$ cat src/rtl/uart_tx_fifo.sv
// Byte-oriented UART transmitter with a small FIFO; 8N1 frames, or 8E1 when
// UART_TX_PARITY_EN is defined. rst_n is asynchronous and active-high.
module uart_tx_fifo #(
    parameter int CLK_HZ     = 50_000_000,
    parameter int BAUD       = 115200,
    parameter int FIFO_DEPTH = 8
) (
    input  logic                          clk,
    input  logic                          rst_n,
    input  logic                          wr_valid,
    input  logic [7:0]                    wr_data,
    output logic                          wr_ready,
    output logic                          tx,
    output logic                          busy,
    output logic [$clog2(FIFO_DEPTH):0]   fifo_level
);
    localparam int DIV = CLK_HZ / BAUD;
    localparam int AW  = $clog2(FIFO_DEPTH);
    localparam int CW  = (DIV > 2) ? $clog2(DIV) : 1;

    localparam logic [CW-1:0] CNT_RELOAD = CW'(DIV - 1);
    localparam logic [AW:0]   FULL_LVL   = (AW + 1)'(FIFO_DEPTH);

    localparam logic [2:0] S_IDLE   = 3'd0;
    localparam logic [2:0] S_START  = 3'd1;
    localparam logic [2:0] S_DATA   = 3'd2;
`ifdef UART_TX_PARITY_EN
    localparam logic [2:0] S_PARITY = 3'd3;
`endif
    localparam logic [2:0] S_STOP   = 3'd4;

    logic [7:0]    mem [FIFO_DEPTH];
    logic [AW-1:0] wr_ptr;
    logic [AW-1:0] rd_ptr;
    logic [2:0]    state;
    logic [CW-1:0] baud_cnt;
    logic [2:0]    bit_idx;
    logic [7:0]    shift;
`ifdef UART_TX_PARITY_EN
    logic          parity;
`endif
    logic          push;
    logic          pop;
    logic          bit_done;
    logic          fifo_empty;

    assign wr_ready   = (fifo_level != FULL_LVL);
    assign fifo_empty = (fifo_level == '0);
    assign push       = wr_valid && wr_ready;
    assign bit_done   = (baud_cnt == '0);
    assign busy       = (state != S_IDLE) || !fifo_empty;

    // The head is popped from IDLE, or on the last STOP cycle so frames abut.
    always_comb begin
        pop = 1'b0;
        if (!fifo_empty) begin
            if (state == S_IDLE)
                pop = 1'b1;
            else if (state == S_STOP && bit_done)
                pop = 1'b1;
        end
    end

    // FIFO storage carries data only and is never cleared.
    always_ff @(posedge clk) begin
        if (push)
            mem[wr_ptr] <= wr_data;
    end

    always_ff @(posedge clk or posedge rst_n) begin
        if (rst_n) begin
            wr_ptr     <= '0;
            rd_ptr     <= '0;
            fifo_level <= '0;
        end else begin
            if (push)
                wr_ptr <= wr_ptr + 1'b1;
            if (pop)
                rd_ptr <= rd_ptr + 1'b1;
            case ({push, pop})
                2'b10:   fifo_level <= fifo_level + 1'b1;
                2'b01:   fifo_level <= fifo_level - 1'b1;
                default: fifo_level <= fifo_level;
            endcase
        end
    end

    // Shift register and parity are loaded at pop time from the FIFO head.
    always_ff @(posedge clk) begin
        if (pop) begin
            shift  <= mem[rd_ptr];
`ifdef UART_TX_PARITY_EN
            parity <= ^mem[rd_ptr];
`endif
        end else if (state == S_DATA && bit_done) begin
            shift <= {1'b0, shift[7:1]};
        end
    end

    always_ff @(posedge clk or posedge rst_n) begin
        if (rst_n) begin
            state    <= S_IDLE;
            baud_cnt <= '0;
            bit_idx  <= '0;
            tx       <= 1'b1;
        end else begin
            case (state)
                S_IDLE: begin
                    if (pop) begin
                        state    <= S_START;
                        baud_cnt <= CNT_RELOAD;
                        tx       <= 1'b0;
                    end
                end
                S_START: begin
                    if (bit_done) begin
                        state    <= S_DATA;
                        baud_cnt <= CNT_RELOAD;
                        bit_idx  <= '0;
                        tx       <= shift[0];
                    end else begin
                        baud_cnt <= baud_cnt - 1'b1;
                    end
                end
                S_DATA: begin
                    if (bit_done) begin
                        baud_cnt <= CNT_RELOAD;
                        if (bit_idx == 3'd7) begin
`ifdef UART_TX_PARITY_EN
                            state <= S_PARITY;
                            tx    <= parity;
`else
                            state <= S_STOP;
                            tx    <= 1'b1;
`endif
                        end else begin
                            bit_idx <= bit_idx + 1'b1;
                            tx      <= shift[1];
                        end
                    end else begin
                        baud_cnt <= baud_cnt - 1'b1;
                    end
                end
`ifdef UART_TX_PARITY_EN
                S_PARITY: begin
                    if (bit_done) begin
                        state    <= S_STOP;
                        baud_cnt <= CNT_RELOAD;
                        tx       <= 1'b1;
                    end else begin
                        baud_cnt <= baud_cnt - 1'b1;
                    end
                end
`endif
                S_STOP: begin
                    if (bit_done) begin
                        if (pop) begin
                            state    <= S_START;
                            baud_cnt <= CNT_RELOAD;
                            tx       <= 1'b0;
                        end else begin
                            state <= S_IDLE;
                            tx    <= 1'b1;
                        end
                    end else begin
                        baud_cnt <= baud_cnt - 1'b1;
                    end
                end
                default: begin
                    state <= S_IDLE;
                    tx    <= 1'b1;
                end
            endcase
        end
    end

endmodule

$ cat config.mk
export PLATFORM = sky130hd
export DESIGN_NAME = uart_tx_fifo
export DESIGN_NICKNAME = d
export VERILOG_FILES = /design/src/rtl/uart_tx_fifo.sv
export SDC_FILE = /design/constraint.sdc
export NUM_CORES = 1
export LEC_CHECK = 0
export ABC_AREA = 0
export CORE_MARGIN = 2
export CORE_UTILIZATION = 45
export DETAILED_ROUTE_END_ITERATION = 6
export SYNTH_ARGS = -nofsm -noshare
export SYNTH_HDL_FRONTEND = slang
export SYNTH_SLANG_ARGS = --single-unit
$ cat constraint.sdc
create_clock -name clk -period 4.2 [get_ports clk]
set_input_delay 0.63 -clock clk [delete_from_list [all_inputs] [get_ports clk]]
set_output_delay 0.63 -clock clk [all_outputs]
set_load 0.02 [all_outputs]
==> results of run 1 <==
==> metrics by stage <==
step                hold WS (ns)  utilization [%]  power (mW)  instance area (sq um)  instances
finish                     0.463             50.9        3.41                   4910        433
global route               0.499             50.9        3.64                   4910        433
CTS                        0.469             50.9        3.46                   4910        433
detailed placement         0.453             48.8        2.84                   4700        417
global placement           0.448             48.8        2.83                   4700        417
floorplan                  0.484                -        2.54                   4420        276
==> power by group through the flow <==
| stage | combinational [mW] | sequential, mW | clock [mW] |
|---|---|---|---|
| finish | 1.22 | 1.57 | 0.616 |
| detailed placement | 1.24 | 1.60 | 0 |
| global placement | 1.23 | 1.60 | 0 |
| CTS | 1.24 | 1.58 | 0.634 |
| global route | 1.35 | 1.62 | 0.676 |
| floorplan | 1.05 | 1.49 | 0 |
==> cells by family (layout without fill, tap and decap cells) <==
kind of cell               Yosys count  in the layout  share of synthesized area (%)
AOI/OAI and AO/OA                   29             29                           5.12
xor gates and xnor gates            10             10                           1.98
adders and majority gates            9              9                           2.55
buffers and inverters               23             47                           2.94
DFF                                 98             98                           63.7
muxes                               38             38                           14.5
and+or+nand+nor                     69             69                           9.28
==> how the worst max path moves through the flow <==
stage	endpoint	slack, ns	from
6_report	fifo_level[2]	1.31	baud_cnt[0]
5_1_grt	fifo_level[2]	1.08	baud_cnt[0]
4_1_cts	fifo_level[2]	1.29	baud_cnt[0]
3_5_place_dp	fifo_level[2]	1.31	baud_cnt[0]
3_3_place_gp	fifo_level[2]	1.38	baud_cnt[0]
2_1_floorplan	fifo_level[2]	1.54	fifo_level[1]
==> per-layer routing <==
metal,part of all wire (%),up-vias
met2,51,31
met1,46,1153
met5,0,-
met4,0.87,0
met3,2.9,6
li1,-,1110
==> state kept, by name (all words and copies together) (netlist names) <==
| register | cells |
|---|---|
| wr_ptr | 3 |
| tx | 1 |
| mem | 64 |
| fifo_level | 4 |
| shift | 8 |
| rd_ptr | 3 |
| baud_cnt | 9 |
| bit_idx | 3 |
| state | 3 |
==> final cells by class <==
type                            count  area (sq um)  share of cell area [%]
Clock buffer                        9           124                    2.52
Inverter                           11          53.8                    1.10
Timing Repair Buffer               20           193                    3.93
Sequential cell                    98          2810                    57.4
Tap cell                          133           166                    3.39
Multi-Input combinational cell    155          1480                    30.1
Clock inverter                      7          78.8                    1.61
==> placed cells by master (no fill, tap or decap), types with 2 or more instances in the layout <==
cell / Yosys / layout
nand3b_1: 2 / 2
clkinv_8: 1 / 2
or2_2: 2 / 2
clkbuf_8: 0 / 9
and2_1: 3 / 3
nor3_1: 8 / 8
edfxtp_1: 72 / 72
mux4_2: 15 / 15
clkdlybuf4s50_1: 0 / 17
o21ai_0: 3 / 3
o31ai_1: 2 / 2
xnor2_1: 4 / 4
and3_2: 2 / 2
a211oi_1: 2 / 2
mux2_4: 8 / 8
xor2_1: 6 / 6
dfrtp_1: 25 / 25
nand3_1: 4 / 4
inv_8: 0 / 4
nand2b_1: 3 / 3
a32oi_1: 2 / 2
nor3b_1: 3 / 3
nor2_1: 17 / 17
buf_4: 0 / 3
mux2i_1: 2 / 2
nor4b_1: 2 / 2
nor4_1: 3 / 3
inv_1: 10 / 10
mux2_2: 12 / 12
ha_1: 9 / 9
o32ai_1: 2 / 2
nand2_1: 8 / 8
a21oi_1: 6 / 6
and3_1: 2 / 2
clkinv_4: 0 / 2
==> critical path: cells and delay by family, from the launching register on <==
kind	cells	cell delay [ns]
simple gates	3	0.83
flops	1	0.40
buf+inv	2	0.26
xor+xnor	3	0.40
compound gates	2	0.27
fa+ha+maj	3	0.60
==> metrics.md, run 1 <==
| Metric | Value |
|---|---|
| Outcome | `complete, no violations` |
| Die Wd | `103 microns` |
| Synth Warn # | `0` |
| Syn_nets | `296` |
| GR Util met3 | `approximately 3.9%` |
| Slowest stage delay, CP | `roughly 0.60 ns` |
| Setup TNS | `0 ns` |
| Cell count after synthesis | `276` |
| R2R cell count | `13` |
| Largest cells by area after synthesis | `edfxtp_1 49%, dfrtp_1 14%, mux4_2 7.6%` |
| Ports | `18` |
| Nets | `315` |
| Initial core utilization | `45.9%` |
| Switching Share | `35.4%` |
| CP Max Fanout | `10` |
| Gpl congestion | `0.763` |
| # H-tree levels | `3` |
| Net Sw Power | `approximately 1.2 mW` |
| Worst Hold Class | `flop to flop` |
| Tightest Pin Transition | `1.05 ns` |
| Mean post-synth cell area | `around 16 sq um` |
| Worst setup EP type | `flop` |
| Initial DRT Pass Iterations | `4` |
| Clock Skew | `roughly 0.0074 ns` |
| Maximum clock rate | `346 MHz` |
| I/O Buffers | `17` |
| Internal | `2.20 mW` |
| Post-synthesis cell area | `4420 sq um` |
| Startpoint types | `flop` |
| Detailed-route wire length per cell | `17.7 microns` |
| Worst path slowest cell | `or4_1` |
| Via density | `5.31` |
| Initial antenna violation count | `0` |
| WHS Path Cells | `2` |
| Crit Reg-Reg Startpoint | `baud_cnt[0]` |
| Clock power frac | `18.1%` |
| Largest net degree at the start of global routing | `27` |
| Combinational Power Share | `35.8%` |
| Area growth syn-to-layout | `11.0%` |
| Global Route met2 Usage | `roughly a quarter` |
| Final setup fails | `0` |
| CTS root buf | `clkbuf_8` |
| R2R Path End | `fifo_level[2]` |
| Dpl hpwl | `~5 mm` |
| Post-CTS Setup Inserts | `0` |
| Post-synth top flop | `edfxtp_1` |
| Synth top area share | `48.9%` |
| WL final | `7.67 mm` |
| Period minus WS final | `a little under 3 ns` |
| Final hold vios | `0` |
| Top-count cell post-synth | `edfxtp_1` |
| Rows | `36` |
| PnR worst setup slack | `1.31 ns` |
| Vias in the first global route | `2324` |
| Peak VDD IR | `0.225 mV` |
| Seq/Total Area, Yosys | `63.7%` |
| Post-synth top area cell | `edfxtp_1` |
| Longest Clk Path Bufs | `2` |
| First-pass GRT wire length | `between 10 and 15 mm` |
| Clock transition at path regs | `0.11 ns` |
| Layout cells sized above 1 | `between 20 and 25%` |
| TritonCTS Sinks | `98` |
| Seq pwr share | `46.1%` |
| Die area | `10600 sq um` |
| Vert. Die Dim | `103 microns` |
| Max-cap violation count | `0` |
| Most instantiated cells after synthesis | `72 x edfxtp_1, 25 x dfrtp_1, 17 x nor2_1` |
| Diodes inserted | `0` |
| Global route overflow | `0` |
| PostCTS Resize Cnt | `0` |
| Crit path DAT | `3.14 ns` |
| Kind of critical path | `flop to flop` |
| Post-synth EDFFs | `72` |
| Relative slew slack | `28.2%` |
| CTS tree | `built` |
| CP cell instances | `inv_1, ha_1, and2b_1, a31oi_2, or4_1, clkinv_8, ha_1, xor2_1, ha_1, a21oi_1, xor2_1, nor2_1, xor2_1` |
| Core Box Area | `just under 10000 sq um` |
| Placement Setup Slack | `1.31 ns` |
| Worst path required time | `between 4 and 5 ns` |
| GR Util All Layers | `around 16%` |
| Final ANT Viol Nets | `0` |
| Grt met1 use | `a little over a fifth` |
| Busiest grt layer | `met2` |
| Pins Over Slew Limit | `0` |
| Hold Path End | `tx` |
| Via count | `2300` |
| Cts hold-fix bufs | `0` |
| R2r setup slk | `approximately 1.3 ns` |
| Leak pwr | `1.77 nW` |
| P per Cell Area | `695 nW/um^2` |
| Share of synthesized registers carrying an async set or reset | `26.5%` |
| Synth cell types | `57` |
| Drc violations | `0` |
| Final period util | `68.8%` |
| Yosys reg bits | `98` |
| Total CTS buffers | `9` |
| Critical hold path startpoint | `tx` |
| Clk Latency, worst-skew pair | `0.36 ns` |
| RSZ-0062 raised after global routing | `false` |
| Fillcell total | `between 800 and 900` |
| DRT iter0 DRCs | `117` |
No activity file was read; power rests on OpenSTA's default activity.
==> run 2, diff against run 1 <==
==> constraint.sdc (replaced) <==
create_clock -name clk -period 2.6 [get_ports clk]
set_input_delay 0.39 -clock clk [delete_from_list [all_inputs] [get_ports clk]]
set_output_delay 0.39 -clock clk [all_outputs]
set_load 0.02 [all_outputs]
==> metrics.md, run 2 (synthesized netlist as in run 1, its figures left out) <==
| Metric | Value |
|---|---|
| Ports | `18 (unchanged)` |
| TritonCTS Sinks | `98 (unchanged)` |
| Clk Latency, worst-skew pair | `0.37 ns (about the same)` |
| I/O Buffers | `17 (unchanged)` |
| Longest Clk Path Bufs | `2 (unchanged)` |
| Via density | `5.39 (+1.5%)` |
| Finished Layout Cells | `454 (+4.8%)` |
| Worst Hold Class | `primary input to asynchronous set/reset pin` |
| Period minus WS final | `2.46 ns (-0.428 ns)` |
| Post-CTS Setup Inserts | `0 (unchanged)` |
| Worst path slowest cell | `or4_4` |
| Global route overflow | `0 (unchanged)` |
| Placed cell area | `4870 sq um (+3.5%)` |
| CTS root buf | `clkbuf_8` |
| Vias in the first global route | `2477 (+6.6%)` |
| Commonest non-fill, non-tap cell in the layout | `edfxtp_1` |
| Dpl cells | `438 (+5.0%)` |
| Multi-input gate area | `1500 sq um (+1.4%)` |
| Placement Setup Slack | `0.000499 ns (-1.31 ns)` |
| Register area | `2820 sq um (about the same)` |
| Largest net degree at the start of global routing | `27 (unchanged)` |
| Drc violations | `0 (unchanged)` |
| Max reg flops | `64 (unchanged)` |
| Worst path buffer plus inverter count | `2 (unchanged)` |
| Vert. Die Dim | `103 microns (unchanged)` |
| Diodes inserted | `0 (unchanged)` |
| Initial DRT Pass Iterations | `4 (unchanged)` |
| Area growth syn-to-layout | `14.7%` |
| Leak pwr | `1.87 nW (+5.6%)` |
| Crit path DAT | `2.71 ns (-0.43 ns)` |
| Via count | `2447 (+6.4%)` |
| RSZ-0062 raised after global routing | `true` |
| Core Box Area | `9640 sq um (unchanged)` |
| Detailed-route wire length per cell | `17.6 microns (-0.52%)` |
| Most frequent cells in the layout | `72 x edfxtp_1, 24 x dfrtp_1, 24 x buf_4` |
| Die Wd | `103 microns (unchanged)` |
| DRT iter0 DRCs | `193 (+65%)` |
| First-pass GRT wire length | `13.0 mm (+5.4%)` |
| Nets | `336 (+6.7%)` |
| Final period util | `94.6% (+26 points)` |
| Initial antenna violation count | `0 (unchanged)` |
| Utilization after layout | `52.6% (+1.7 points)` |
| Rows | `36 (unchanged)` |
| Final hold vios | `0 (unchanged)` |
| P per Cell Area | `1120 nW/um^2 (+61%)` |
| # H-tree levels | `3 (unchanged)` |
| Layout cells sized above 1 | `29.3% (+6.3 points)` |
| Fin area | `5070 sq um (+3.4%)` |
| Total CTS buffers | `9 (unchanged)` |
| Peak VDD IR | `0.405 mV (+80%)` |
| Gpl congestion | `0.742 (-2.7%)` |
| Maximum clock rate | `407 MHz (+17%)` |
| CP cell instances | `inv_1, ha_1, and2b_1, a31oi_2, or4_4, clkinv_8, ha_2, xor2_1, ha_1, a21oi_2, xor2_1, nor2_1, xor2_1` |
| Relative slew slack | `39.0% (+11 points)` |
| CP Max Fanout | `3 (-7)` |
| Most frequent cell on the critical path | `xor2_1` |
| Biggest regs | `mem (64), baud_cnt (9), shift (8)` |
| Die area | `10600 sq um (unchanged)` |
| Worst setup EP type | `flop` |
| Max-cap violation count | `0 (unchanged)` |
| Clock Skew | `0.00902 ns (+0.00158 ns)` |
| Tightest Pin Transition | `0.912 ns (-0.136 ns)` |
| Dpl hpwl | `5.13 mm (+3.9%)` |
| Final Power | `5.67 mW (+66%)` |
| GR Util All Layers | `16.6% (+0.52 points)` |
| CP top delay family | `simple AND/OR/NAND/NOR gates` |
| Final ANT Viol Nets | `0 (unchanged)` |
| Fillcell total | `847 (+3.3%)` |
| Final setup fails | `0 (unchanged)` |
| CTS tree | `built` |
| Initial core utilization | `45.9% (unchanged)` |
| Top reg by flops | `mem` |
| Worst path required time | `2.85 ns (-1.60 ns)` |
| Pins Over Slew Limit | `0 (unchanged)` |
| Kind of critical path | `flop to flop` |
| Startpoint types | `flop` |
| PnR worst setup slack | `0.140 ns (-1.17 ns)` |
| Slowest stage delay, CP | `0.48 ns (-0.12 ns)` |
| Clock transition at path regs | `0.10 ns (about the same)` |
| Outcome | `complete, no violations` |
| WL final | `8.00 mm (+4.3%)` |
-- run 2: layout make-up --
class,count,share of cell area [%]
flip-flops and latches,98,55.5
multi-input cells,155,29.5
repair buffers,41,6.91
well taps,133,3.28
clock buffers,9,2.44
clock inverters,7,1.28
inverters,11,1.06
-- run 2: worst paths after layout --
kind / start / endpoint / slack (ns) / cells past startpoint
min in group clk: tx / tx / 0.48 / 2
max in group asynchronous: rst_n / tx / 1.91 / 3
worst min-delay path: rst_n / baud_cnt[2] / 0.38 / 3
worst max register to register: baud_cnt[0] / fifo_level[2] / 0.14 / 13
worst max-delay path: baud_cnt[0] / fifo_level[2] / 0.14 / 13
worst min register to register: tx / tx / 0.48 / 2
-- run 2: metrics by stage --
stage	setup TNS (ns)	hold slack, ns
6_report	0	0.377
5_1_grt	-0.0649	0.454
4_1_cts	0	0.380
3_5_place_dp	0	0.459
3_3_place_gp	0	0.454
2_1_floorplan	0	0.429
-- run 2: metal layers --
layer / up-vias / track usage, % / wire length (microns)
li1: 1151 / - / -
met1: 1239 / 21.3 / 3620
met2: 40 / 27.9 / 4050
met3: 17 / 3.66 / 180
met4: 0 / 6.07 / 156
met5: - / 0 / 0
-- run 2: tightest hold or removal path, delay by kind of cell --
kind / cells / cell delay, ns
buf+inv: 3 / 0.77
-- run 2: repair_timing --
action,CTS,global route
setup endpoints to repair,1,3
resized for setup,2,2
hold buffers,0,0
-- run 2: where the power goes --
part	leakage (nW)	internal (mW)	switching [mW]	total [mW]
sequential	0.965	2.13	0.280	2.41
clock	0.0969	0.366	0.566	0.932
combinational	0.805	1.22	1.12	2.33
==> run 3, diff against run 2 <==
==> constraint.sdc (replaced) <==
create_clock -name clk -period 2.4 [get_ports clk]
set_input_delay 0.36 -clock clk [delete_from_list [all_inputs] [get_ports clk]]
set_output_delay 0.36 -clock clk [all_outputs]
set_load 0.02 [all_outputs]
==> metrics.md, run 3 (synthesized netlist as in run 1, its figures left out) <==
| Metric | Value |
|---|---|
| Outcome | `finished with violations` |
| Violated checks | `setup timing` |
| Slowest stage delay, CP | `0.48 ns (about the same)` |
| Kind of critical path | `flop to flop` |
| Die Wd | `103 microns (unchanged)` |
| R2R cell count | `12 (-1)` |
| Clk Latency, worst-skew pair | `0.36 ns (about the same)` |
| Max-cap violation count | `0 (unchanged)` |
| Initial antenna violation count | `0 (unchanged)` |
| Worst path buffer plus inverter count | `3 (+1)` |
| P per Cell Area | `1220 nW/um^2 (+9.4%)` |
| Rows | `36 (unchanged)` |
| Total CTS buffers | `9 (unchanged)` |
| Worst path required time | `2.69 ns (-0.16 ns)` |
| Seq pwr share | `39.6% (-2.8 points)` |
| Dpl cells | `455 (+3.9%)` |
| Ports | `18 (unchanged)` |
| Layout cells sized above 1 | `34.6% (+5.3 points)` |
| Gpl congestion | `0.768 (+3.6%)` |
| Fin area | `5280 sq um (+4.2%)` |
| CTS tree | `built` |
| Nets | `356 (+6.0%)` |
| CP Max Fanout | `5 (+2)` |
| Biggest regs | `mem (64), baud_cnt (9), shift (8)` |
| Finished Layout Cells | `474 (+4.4%)` |
| Dpl hpwl | `5.29 mm (+3.1%)` |
| I/O Buffers | `17 (unchanged)` |
| Maximum clock rate | `416 MHz (+2.2%)` |
| Max reg flops | `64 (unchanged)` |
| Clock transition at path regs | `0.10 ns (about the same)` |
| Detailed-route wire length per cell | `16.8 microns (-4.9%)` |
| Peak VDD IR | `0.565 mV (+40%)` |
| Final period util | `100% (+5.7 points)` |
| Worst Hold Class | `primary input to asynchronous set/reset pin` |
| Vert. Die Dim | `103 microns (unchanged)` |
| Final ANT Viol Nets | `0 (unchanged)` |
| Net Sw Power | `2.22 mW (+13%)` |
| Drc violations | `0 (unchanged)` |
| Startpoint types | `flop` |
| Crit path DAT | `2.70 ns (about the same)` |
| Leak pwr | `1.98 nW (+6.0%)` |
| GR Util All Layers | `16.0% (-0.61 points)` |
| Placed cell area | `5020 sq um (+3.2%)` |
| Switching Share | `34.4% (-0.16 points)` |
| PnR worst setup slack | `-0.00633 ns (-0.147 ns)` |
| Initial DRT Pass Iterations | `4 (unchanged)` |
| Tightest Pin Transition | `0.643 ns (-0.268 ns)` |
| Relative slew slack | `55.9% (+17 points)` |
| Pins Over Slew Limit | `0 (unchanged)` |
| Hold Slack | `0.347 ns (-0.0304 ns)` |
| Global route overflow | `0 (unchanged)` |
| Initial core utilization | `45.9% (unchanged)` |
| Internal | `4.24 mW (+14%)` |
| Clock power frac | `16.3% (about the same)` |
| Diodes inserted | `0 (unchanged)` |
| Final Power | `6.47 mW (+14%)` |
| # H-tree levels | `3 (unchanged)` |
| CP top delay family | `simple AND/OR/NAND/NOR gates` |
| First-pass GRT wire length | `12.5 mm (-3.5%)` |
| RSZ-0062 raised after global routing | `true` |
| Vias in the first global route | `2393 (-3.4%)` |
| Combinational Power Share | `44.2% (+3.0 points)` |
| Via density | `5.25 (-2.6%)` |
| Cts hold-fix bufs | `0 (unchanged)` |
| Largest net degree at the start of global routing | `27 (unchanged)` |
| Area growth syn-to-layout | `19.5%` |
| Clock Skew | `0.00743 ns (-0.00159 ns)` |
| Via count | `2488 (+1.7%)` |
| Worst setup EP type | `flop` |
| Most frequent cells in the layout | `72 x edfxtp_1, 43 x buf_4, 25 x dfrtp_1` |
| Final hold vios | `0 (unchanged)` |
| R2R Path End | `fifo_level[3]` |
| Core Box Area | `9640 sq um (unchanged)` |
| Crit Reg-Reg Startpoint | `baud_cnt[1]` |
| WL final | `7.95 mm (-0.69%)` |
| Worst path slowest cell | `or4_4` |
| Period minus WS final | `2.41 ns (-0.0534 ns)` |
| Longest Clk Path Bufs | `2 (unchanged)` |
| CTS root buf | `clkbuf_8` |
| TritonCTS Sinks | `98 (unchanged)` |
| Die area | `10600 sq um (unchanged)` |
| R2r setup slk | `-0.006 ns (-0.15 ns)` |
| Final setup fails | `1 (+1)` |
| DRT iter0 DRCs | `113 (-41%)` |
| CP cell instances | `inv_1, ha_1, and2b_1, a31oi_2, or4_4, clkinv_8, buf_4, ha_4, nand2b_1, a211o_1, a21oi_2, xor2_1` |
| Commonest non-fill, non-tap cell in the layout | `edfxtp_1` |
| Top reg by flops | `mem` |
-- run 3: cell types whose count changed in the layout (fill, tap and decap cells not counted), sizes merged --
| cell | before | now |
|---|---|---|
| clkinv | 6 | 4 |
| dlygate4sd2 | 0 | 1 |
| clkdlybuf4s50 | 17 | 16 |
| buf | 24 | 44 |
| inv | 12 | 14 |
-- run 3: power groups by stage --
stage	Combinational, mW	Clock, mW	Sequential, mW
after floorplan	1.86	0	2.61
after CTS	2.81	1.08	2.56
after global placement	2.74	0	2.58
after detailed placement	2.79	0	2.60
final	2.86	1.05	2.56
after global routing	3.15	1.15	2.61
-- run 3: layout make-up --
type,count,area [sq um]
Fill cell,845,4360
Clock buffer,9,124
Inverter,11,53.8
Clock inverter,7,76.3
Multi-Input combinational cell,155,1540
Timing Repair Buffer,61,512
Sequential cell,98,2810
Tap cell,133,166
-- run 3: how the worst max path moves through the flow --
stage	endpoint	startpoint	slack [ns]	cells past startpoint
floorplan	fifo_level[2]	baud_cnt[0]	-0.06	14
global placement	fifo_level[2]	baud_cnt[0]	0.01	13
detailed placement	fifo_level[2]	baud_cnt[1]	-0.07	13
CTS	fifo_level[2]	baud_cnt[1]	-0.004	13
global route	fifo_level[3]	baud_cnt[0]	-0.11	12
finish	fifo_level[3]	baud_cnt[1]	-0.006	12
-- run 3: what timing repair did --
action                     4_1_cts  5_1_grt
pin swaps                        0        0
gates cloned                     0        0
setup endpoints to repair        4        3
setup buffers                    0        3
hold endpoints to repair         0        0
gates resized for setup          2        6
-- run 3: worst min-delay path: stages --
cell and delay (ns):
clkdlybuf4s50_1 0.39, inv_1 0.05, buf_4 0.32
-- run 3: through the flow --
step / worst slack (ns) / util (%) / TNS, ns
after floorplan: -0.0600 / - / -0.0600
after global placement: 0.0144 / 52.1 / 0
after detailed placement: -0.0673 / 52.1 / -0.0818
after CTS: -0.00440 / 54.2 / -0.00440
after global routing: -0.107 / 54.8 / -0.213
final: -0.00633 / 54.8 / -0.00633
-- run 3: per-layer routing --
layer  part of all wire [%]  vias up  wire length [microns]  GRT usage (%)
met1                     48     1257                   3840           22.3
met5                      0        -                      0              0
met4                    1.0        0                     80           5.87
li1                       -     1194                      -              -
met3                    1.9        7                    152           2.92
met2                     49       30                   3870           25.2
